[config.mk]
export PLATFORM = sky130hd
export DESIGN_NAME = cpu_sequencer_flat
export DESIGN_NICKNAME = d
export VERILOG_FILES = /design/src/rtl/cpu_pkg.sv /design/src/rtl/cpu_sequencer_if.sv /design/src/rtl/cpu_sequencer_md_timer.sv /design/src/rtl/cpu_sequencer.sv /design/src/flat_wrapper.sv
export SDC_FILE = /design/constraint.sdc
export NUM_CORES = 1
export LEC_CHECK = 0
export BUFFER_PORTS_ARGS = -buffer_cell sky130_fd_sc_hd__buf_2
export CAP_MARGIN = 20
export CORE_MARGIN = 2
export CORE_UTILIZATION = 40
export CTS_CLUSTER_DIAMETER = 60
export DETAILED_ROUTE_END_ITERATION = 7
export GPL_TIMING_DRIVEN = 0
export PLACE_DENSITY = 0.79
export SYNTH_ARGS = -nofsm -noshare
export SYNTH_HDL_FRONTEND = slang
export SYNTH_SLANG_ARGS = --single-unit
export TNS_END_PERCENT = 5
[constraint.sdc]
create_clock -name clk -period 2.15 [get_ports clk]
set_input_delay 0.215 -clock clk [delete_from_list [all_inputs] [get_ports clk]]
set_output_delay 0.215 -clock clk [all_outputs]
set_load 0.01 [all_outputs]
[src/rtl/cpu_pkg.sv]
// Shared sequencer encodings and constants; imported by the sequencer and the control decoder.
package cpu_pkg;

    typedef enum logic [2:0] {
        FETCH   = 3'd0,
        DECODE  = 3'd1,
        EXEC    = 3'd2,
        MD_WAIT = 3'd4,
        HALTED  = 3'd7
    } seq_state_t;

    localparam logic [31:0] HALT_ADDR = 32'h0;
    localparam int          MD_CNT_W  = 6;

    function automatic logic [MD_CNT_W-1:0] md_load_value(input logic is_div,
                                                          input int   mult_cycles,
                                                          input int   div_cycles);
        return is_div ? MD_CNT_W'(div_cycles) : MD_CNT_W'(mult_cycles);
    endfunction

endpackage

[src/rtl/cpu_sequencer_if.sv]
// Decoder/bus-side handshake bundle of the instruction sequencer.
interface cpu_sequencer_if;

    logic        waitrequest;
    logic        mem_read;
    logic        mem_write;
    logic        multdiv;
    logic        is_div;
    logic [31:0] pc_next;

    logic [2:0]  state;
    logic        active;
    logic        ir_load;
    logic        pc_update;
    logic        commit;
    logic        hilo_commit;
    logic        stall;

    modport master (
        input  waitrequest, mem_read, mem_write, multdiv, is_div, pc_next,
        output state, active, ir_load, pc_update, commit, hilo_commit, stall
    );

    modport slave (
        output waitrequest, mem_read, mem_write, multdiv, is_div, pc_next,
        input  state, active, ir_load, pc_update, commit, hilo_commit, stall
    );

endinterface

[src/rtl/cpu_sequencer_md_timer.sv]
// Loadable down-counter timing MULT/DIV occupancy; last flags the final MD_WAIT cycle.
module md_timer
    import cpu_pkg::*;
(
    input  logic                clk,
    input  logic                reset,
    input  logic                load,
    input  logic [MD_CNT_W-1:0] value,
    output logic                last
);

    logic [MD_CNT_W-1:0] count_q, count_d;

    always_comb begin
        count_d = count_q;
        if (load) begin
            count_d = value;
        end else if (count_q != '0) begin
            count_d = count_q - MD_CNT_W'(1);
        end
    end

    always_ff @(posedge clk) begin
        if (reset) begin
            count_q <= '0;
        end else begin
            count_q <= count_d;
        end
    end

    assign last = (count_q == MD_CNT_W'(1));

endmodule

[src/rtl/cpu_sequencer.sv]
// Multicycle MIPS instruction sequencer: FETCH/DECODE/EXEC with bus and mult/div stalls, halt on jump to 0.
// Optional SEQ_PERF_CNT_EN adds cycle_count/instr_count outputs.
module cpu_sequencer
    import cpu_pkg::*;
#(
    parameter int MULT_CYCLES = 4,
    parameter int DIV_CYCLES  = 32
) (
    input  logic            clk,
    input  logic            reset,
    cpu_sequencer_if.master bus
`ifdef SEQ_PERF_CNT_EN
    ,
    output logic [31:0]     cycle_count,
    output logic [31:0]     instr_count
`endif
);

    seq_state_t          state_q, state_d;
    logic                ir_load, pc_update, commit, hilo_commit, stall;
    logic                md_load, md_last;
    logic [MD_CNT_W-1:0] md_value;
    logic                mem_req, halt_next;

    assign mem_req   = bus.mem_read | bus.mem_write;
    assign halt_next = (bus.pc_next == HALT_ADDR);
    assign md_value  = md_load_value(bus.is_div, MULT_CYCLES, DIV_CYCLES);

    always_comb begin
        state_d     = state_q;
        ir_load     = 1'b0;
        pc_update   = 1'b0;
        commit      = 1'b0;
        hilo_commit = 1'b0;
        stall       = 1'b0;
        md_load     = 1'b0;
        case (state_q)
            FETCH: begin
                if (bus.waitrequest) begin
                    stall = 1'b1;
                end else begin
                    ir_load = 1'b1;
                    state_d = DECODE;
                end
            end
            DECODE: state_d = EXEC;
            EXEC: begin
                if (mem_req && bus.waitrequest) begin
                    stall = 1'b1;
                end else if (bus.multdiv) begin
                    md_load = 1'b1;
                    state_d = MD_WAIT;
                end else begin
                    commit    = 1'b1;
                    pc_update = 1'b1;
                    state_d   = halt_next ? HALTED : FETCH;
                end
            end
            MD_WAIT: begin
                if (md_last) begin
                    hilo_commit = 1'b1;
                    pc_update   = 1'b1;
                    state_d     = halt_next ? HALTED : FETCH;
                end else begin
                    stall = 1'b1;
                end
            end
            HALTED:  state_d = HALTED;
            default: state_d = FETCH;
        endcase
        // Strobes are combinational, so reset must mask them in the cycle it is asserted.
        if (reset) begin
            ir_load     = 1'b0;
            pc_update   = 1'b0;
            commit      = 1'b0;
            hilo_commit = 1'b0;
            stall       = 1'b0;
        end
    end

    always_ff @(posedge clk) begin
        if (reset) begin
            state_q <= FETCH;
        end else begin
            state_q <= state_d;
        end
    end

    md_timer u_md_timer (
        .clk   (clk),
        .reset (reset),
        .load  (md_load),
        .value (md_value),
        .last  (md_last)
    );

    assign bus.state       = state_q;
    assign bus.active      = (state_q != HALTED);
    assign bus.ir_load     = ir_load;
    assign bus.pc_update   = pc_update;
    assign bus.commit      = commit;
    assign bus.hilo_commit = hilo_commit;
    assign bus.stall       = stall;

`ifdef SEQ_PERF_CNT_EN
    logic [31:0] cycle_count_q, cycle_count_d;
    logic [31:0] instr_count_q, instr_count_d;

    always_comb begin
        cycle_count_d = cycle_count_q;
        instr_count_d = instr_count_q;
        if (state_q != HALTED) begin
            cycle_count_d = cycle_count_q + 32'd1;
        end
        if (pc_update) begin
            instr_count_d = instr_count_q + 32'd1;
        end
    end

    always_ff @(posedge clk) begin
        if (reset) begin
            cycle_count_q <= '0;
            instr_count_q <= '0;
        end else begin
            cycle_count_q <= cycle_count_d;
            instr_count_q <= instr_count_d;
        end
    end

    assign cycle_count = cycle_count_q;
    assign instr_count = instr_count_q;
`endif

endmodule
[src/flat_wrapper.sv]
// flat-port wrapper written by rule: the top's interface ports become plain ports
module cpu_sequencer_flat import cpu_pkg::*;
#(
    parameter int MULT_CYCLES = 4,
    parameter int DIV_CYCLES  = 32
)
  (clk, reset, bus_waitrequest, bus_mem_read, bus_mem_write, bus_multdiv, bus_is_div, bus_pc_next, bus_state, bus_active, bus_ir_load, bus_pc_update, bus_commit, bus_hilo_commit, bus_stall);
  cpu_sequencer_if bus_i ();
  input  logic clk;
  input  logic reset;
  input wire logic [$bits(bus_i.waitrequest)-1:0] bus_waitrequest;
  input wire logic [$bits(bus_i.mem_read)-1:0] bus_mem_read;
  input wire logic [$bits(bus_i.mem_write)-1:0] bus_mem_write;
  input wire logic [$bits(bus_i.multdiv)-1:0] bus_multdiv;
  input wire logic [$bits(bus_i.is_div)-1:0] bus_is_div;
  input wire logic [$bits(bus_i.pc_next)-1:0] bus_pc_next;
  output wire logic [$bits(bus_i.state)-1:0] bus_state;
  output wire logic [$bits(bus_i.active)-1:0] bus_active;
  output wire logic [$bits(bus_i.ir_load)-1:0] bus_ir_load;
  output wire logic [$bits(bus_i.pc_update)-1:0] bus_pc_update;
  output wire logic [$bits(bus_i.commit)-1:0] bus_commit;
  output wire logic [$bits(bus_i.hilo_commit)-1:0] bus_hilo_commit;
  output wire logic [$bits(bus_i.stall)-1:0] bus_stall;
  assign bus_i.waitrequest = bus_waitrequest;
  assign bus_i.mem_read = bus_mem_read;
  assign bus_i.mem_write = bus_mem_write;
  assign bus_i.multdiv = bus_multdiv;
  assign bus_i.is_div = bus_is_div;
  assign bus_i.pc_next = bus_pc_next;
  assign bus_state = bus_i.state;
  assign bus_active = bus_i.active;
  assign bus_ir_load = bus_i.ir_load;
  assign bus_pc_update = bus_i.pc_update;
  assign bus_commit = bus_i.commit;
  assign bus_hilo_commit = bus_i.hilo_commit;
  assign bus_stall = bus_i.stall;
  cpu_sequencer #(.MULT_CYCLES(MULT_CYCLES), .DIV_CYCLES(DIV_CYCLES)) u_core (.clk(clk), .reset(reset), .bus(bus_i));
endmodule
# After elaboration in Yosys (flattened, before gate mapping)
# Cells that the tools add are included.
# totals
regBits,9
input_bits,39
out_inout_bits,9
# op_classes
add_sub_neg,1
n_eq_ne,9
muxes,29
n_bitwise,1
reduce_logical,6
# op_table
op,count
logical NOT 32 bit,1
two-way mux 1 bit,18
two-way mux 6 bit,3
two-way mux 3 bit,5
case mux 3 bit (5 select lines),1
"equality test 3 bit, second input constant",2
"equality test 6 x 1 -> 1 bit, second input constant",1
nonzero test 6 bit,1
"subtractor 6 x 1 -> 6 bit, second input constant",1
"!= test 2 bit, second input constant",2
"equality test 3 x 1 -> 1 bit, second input constant",1
"equality test 3 x 2 -> 1 bit, second input constant",1
logical NOT 3 bit,1
"!= test 3 bit, second input constant",1
case mux 1 bit (3 select lines),1
AND reduction 3 bit,1
"!= test 2 x 1 -> 1 bit, second input constant",1
case mux 1 bit (2 select lines),1
nonzero test 2 bit,1
logical AND 1 bit,1
bitwise OR 1 bit,1

# Logic depth before layout (Yosys ltp)
# logic_depth
word_depth,5
ltp_mapped,7

# Modules after synthesis
# Synthesis repeated with hierarchy kept, for this count alone.
# hier_totals
hier_cells,102
hier_area_um2,779.5
# by_module_without_submodules
mod,instances,cells_per_inst,area_per_inst_um2,seq_area_each_um2
cpu_sequencer,1,57,390.4,60.1
md_timer,1,45,389.1,120.1

# Least setup slack after synthesis
# OpenSTA, ideal clock, no wires.
# synth_timing
path_kind,input -> register
from,input bus_pc_next[30]
to,register u_core.state_q[1] (netlist: u_core.bus.state[1])
setup_ns,0.067
t_arrival_ns,1.765
t_required_ns,2.083
setup_slack_ns,0.318
path_stages,6
n_path_buf,0
path_cell_list,nor4_1 nand2_1 or4_4 or4_1 a32o_1 o21ai_2
# synth_between
elab_chain_cells,5
# synth_lines
item,line_no,text
from (decl),flat_wrapper.sv:16,input wire logic [$bits(bus_i.pc_next)-1:0] bus_pc_next;
logical NOT 32 bit *,cpu_sequencer.sv:26,assign halt_next = (bus.pc_next == HALT_ADDR);
two-way mux 3 bit *,"cpu_sequencer.sv:56, cpu_sequencer.sv:63",
two-way mux 3 bit,cpu_sequencer.sv:50,end else if (bus.multdiv) begin
two-way mux 3 bit,cpu_sequencer.sv:48,if (mem_req && bus.waitrequest) begin
case mux 3 bit (5 select lines) *,cpu_sequencer.sv:37,case (state_q)
to (signal assigned),cpu_sequencer.sv:85,state_q <= state_d;
to (decl),cpu_sequencer.sv:19,"seq_state_t state_q, state_d;"
# Mark *: on every way between the ends. The rest lies on a longest branch, timed or not. The select of a mux whose other input is x is not followed.
# A chain may end at the register's enable or synchronous reset.

# Worst setup path in the final report
# layout_timing
from,register u_core.state_q[2] (netlist: u_core.bus.state[2])
to,output bus_pc_update
# layout_between
elab_chain_cells,3
# layout_lines
item,line_no,text
equality test 3 bit / equality test 3 x 2 -> 1 bit (equally long branches),cpu_sequencer.sv:37,
case mux 1 bit (2 select lines) *,cpu_sequencer.sv:37,
two-way mux 1 bit *,cpu_sequencer.sv:72,if (reset) begin
to (decl),flat_wrapper.sv:20,output wire logic [$bits(bus_i.pc_update)-1:0] bus_pc_update;
# Mark *: on every way between the ends. The rest lies on a longest branch, timed or not.

==> impl_results.md <==
* Slowest cell delay on critical path at 0.54 ns
* Die ar. at 2080 um^2
* Cell Area, Placed at approximately 950 um^2
* WL final at 1.90 mm
* Core area at around 1700 um^2
* Critical path's slowest cell: or4_1
* Final core occ at 58.4%
* Largest net degree at the start of global routing at 11
* Unrepaired setup endpoints after global routing: no
* Post-route insts no fill at 162
* Pleak at 0.452 nW
* Antenna Nets Post-Route at 0
* Vias in the first global route at 759
* CTS clk-pin slew, worst paths at roughly 0.060 ns
* Die height at 45.6 um
* Clock sinks at 9
* Psw at 370 uW
* Sequential share of the synthesized area at around a quarter
* Arrival @ worst endpoint at 1.71 ns
* PwrDens at 923 nW/um^2
* Hold Path Class: input pin to register
* Drt drc at 0
* Root buffer cell: clkbuf_4
* First-pass GRT wire length at approximately 2.9 mm
* GRT overflow at 0
* Vias per cell at roughly 5.6
* Switching power share of the total at around 40%
* Sequential group share of total power at 31.3%
* Total track usage at 19.4%
* Warnings, synthesis at 0
* Post-CTS Setup Inserts at 0
* Post-Syn Nets at 135
* Clock network fraction of total power at 14.9%
* Area grow syn2layout at 40.9%
* Width of the die at 45.6 um
* Initial core utilization at 41.4%
* Setup-failing EPs final at 0
* GPL Wtd Cong at between 0.8 and 0.9
* Placed Instances at around 160
* Buf/Inv on CP at 3
* Combinational share of power at around 54%
* CTS H-tree lvls at 1
* Detailed Routing Iterations Pass 1 at 4
* Count of pins over their slew limit at 0
* Final std cell area, no fill at 975 um^2
* Filler cells at 154
* Wire per inst at 11.8 um
* Post-synth top area share at a little over a quarter
* Hold Violations, Final at 0
* Top cells by area, synth: dfxtp_1 26%, nor3_1 9.4%, nor4_1 8.1%
* MaxCap Viol Count at 0
* I/O Pins at 48
* Status: finished, final reports clean
* Vias at 915
* VDD IR max at ~0.38 mV
* Pint at 529 uW
* Clk_skew at 0.00357 ns
* Setup TNS at 0 ns
* Post-cts sizing count at 0
* Port bufs at 47
* Post-DP HPWL at 1.62 mm
* Share of layout cells above drive strength 1 at 39.3%
* Syn Area/Cell at 7.36 um^2
* Crit-path leading delay family: simple AND/OR/NAND/NOR gates
* CTS max path bufs at 2
* Synth Cell Area at between 600 and 700 um^2
* Minimum clock period at a little under 2 ns
* Crit. End Element: output port
* Post-synth cell types at 35
* Critical path peak fanout at 8
* Worst skew pair latency at approximately 0.26 ns
* TritonCTS buffer count at 3
* Post-synthesis instance total at 94
* Nets at 187
* Slew margin rel. at 48.1%
* FF+latch count, synth at 9
* Initial antenna violation count at 0
* Rows at 15
* Diodes inserted at 0
* CP Class: register to output port
* CTS tree: done
* Max Clock Freq at 520 MHz
* Worst EP required at 1.93 ns
* DRT iter0 DRCs at 24
* Worst Tran Pin Value at 0.772 ns
* Post-CTS Hold Buffers at 0
* Crit-path cells: buf_4, inv_2, or4_1, nor2_1, or2_1, buf_2
* Area leader, netlist: dfxtp_1
* Crit path launch type: register
* Tcrit/Tclk final at 89.4%
sequential cells by signal, indices dropped and copies added (netlist names):
register / flops
u_core.u_md_timer.count_q: 6
u_core.bus.state: 3
final cells by class:
| class | count | area (um^2) | area share [%] |
|---|---|---|---|
| Tap cell | 17 | 21.3 | 2.18 |
| Timing Repair Buffer | 47 | 235 | 24.1 |
| Multi-Input combinational cell | 75 | 464 | 47.6 |
| Sequential cell | 9 | 180 | 18.5 |
| Inverter | 5 | 18.8 | 1.93 |
| Buffer | 5 | 28.8 | 2.95 |
| Clock buffer | 4 | 26.3 | 2.70 |
path summary, 6_finish.rpt:
check                                                     to                    startpoint  cells after the start  slack [ns]
worst min register to register  u_core.u_md_timer.count_q[1]  u_core.u_md_timer.count_q[1]                      2        0.52
worst max-delay path                           bus_pc_update           u_core.bus.state[2]                      6        0.23
worst min-delay path            u_core.u_md_timer.count_q[5]                    bus_is_div                      3        0.20
worst max register to register           u_core.bus.state[0]  u_core.u_md_timer.count_q[3]                      5        0.32
layout by cell type, fill, tap and decap left out, drive strengths merged:
cell / count
a2111oi: 1
a211oi: 1
a21oi: 5
a311o: 1
a31oi: 1
a32o: 1
and3: 2
and3b: 1
buf: 51
clkbuf: 5
dfxtp: 9
ha: 2
inv: 5
nand2: 8
nand2b: 1
nand3: 2
nand3b: 2
nor2: 5
nor3: 13
nor3b: 1
nor4: 9
o21a: 1
o21ai: 4
o21bai: 1
o22ai: 1
o31a: 1
or2: 1
or3: 3
or4: 3
or4b: 1
xnor2: 3
logic make-up after synthesis:
| logic type | share of synthesized area, % |
|---|---|
| AO/OA/AOI/OAI | 17.5 |
| XOR/XNOR | 3.80 |
| adder cells (fa/ha/maj) | 3.62 |
| buffers and inverters | 6.87 |
| flip-flops | 26.0 |
| AND/OR/NAND/NOR | 42.1 |
power by group through the flow:
stage	Combinational (mW)	Sequential [mW]	Clock (mW)
3_5_place_dp	0.481	0.285	0
2_1_floorplan	0.368	0.275	0
3_3_place_gp	0.466	0.279	0
4_1_cts	0.487	0.281	0.133
5_1_grt	0.553	0.289	0.147
6_report	0.484	0.282	0.134
cells in the mapped netlist, drive strengths merged:
library cell   n
ha             2
o21ai          4
and3           2
clkbuf         1
or3            3
dfxtp          9
or4b           1
o22ai          1
nor4           9
nand2          8
or4            3
buf            4
a31oi          1
nand3b         2
xnor2          3
a311o          1
o31a           1
nor3b          1
a21oi          5
and3b          1
o21a           1
o21bai         1
nand2b         1
nor3          13
nor2           5
a32o           1
inv            5
a2111oi        1
nand3          2
a211oi         1
or2            1
stage by stage:
stage	power [mW]	hold WS, ns	setup slack [ns]
after floorplan	0.643	0.356	0.318
after global placement	0.745	0.470	0.154
after detailed placement	0.767	0.477	0.105
after CTS	0.901	0.210	0.215
after global routing	0.989	0.227	0.113
final	0.899	0.204	0.227
worst reg2reg max path, stage by stage, from the launching register on:
cell and delay, ns:
dfxtp_1 0.36, nor3_1 0.32, nand3b_1 0.17, or3_1 0.33, a311o_1 0.40, a31oi_1 0.17
routing by layer:
layer / vias to the layer above / part of all wire [%] / track usage, %
li1: 455 / - / -
met1: 406 / 36 / 19.1
met2: 50 / 54 / 38.0
met3: 4 / 8.8 / 3.57
met4: 0 / 1.2 / 8.82
met5: - / 0 / 0
Power figures use the tool's default switching activity.
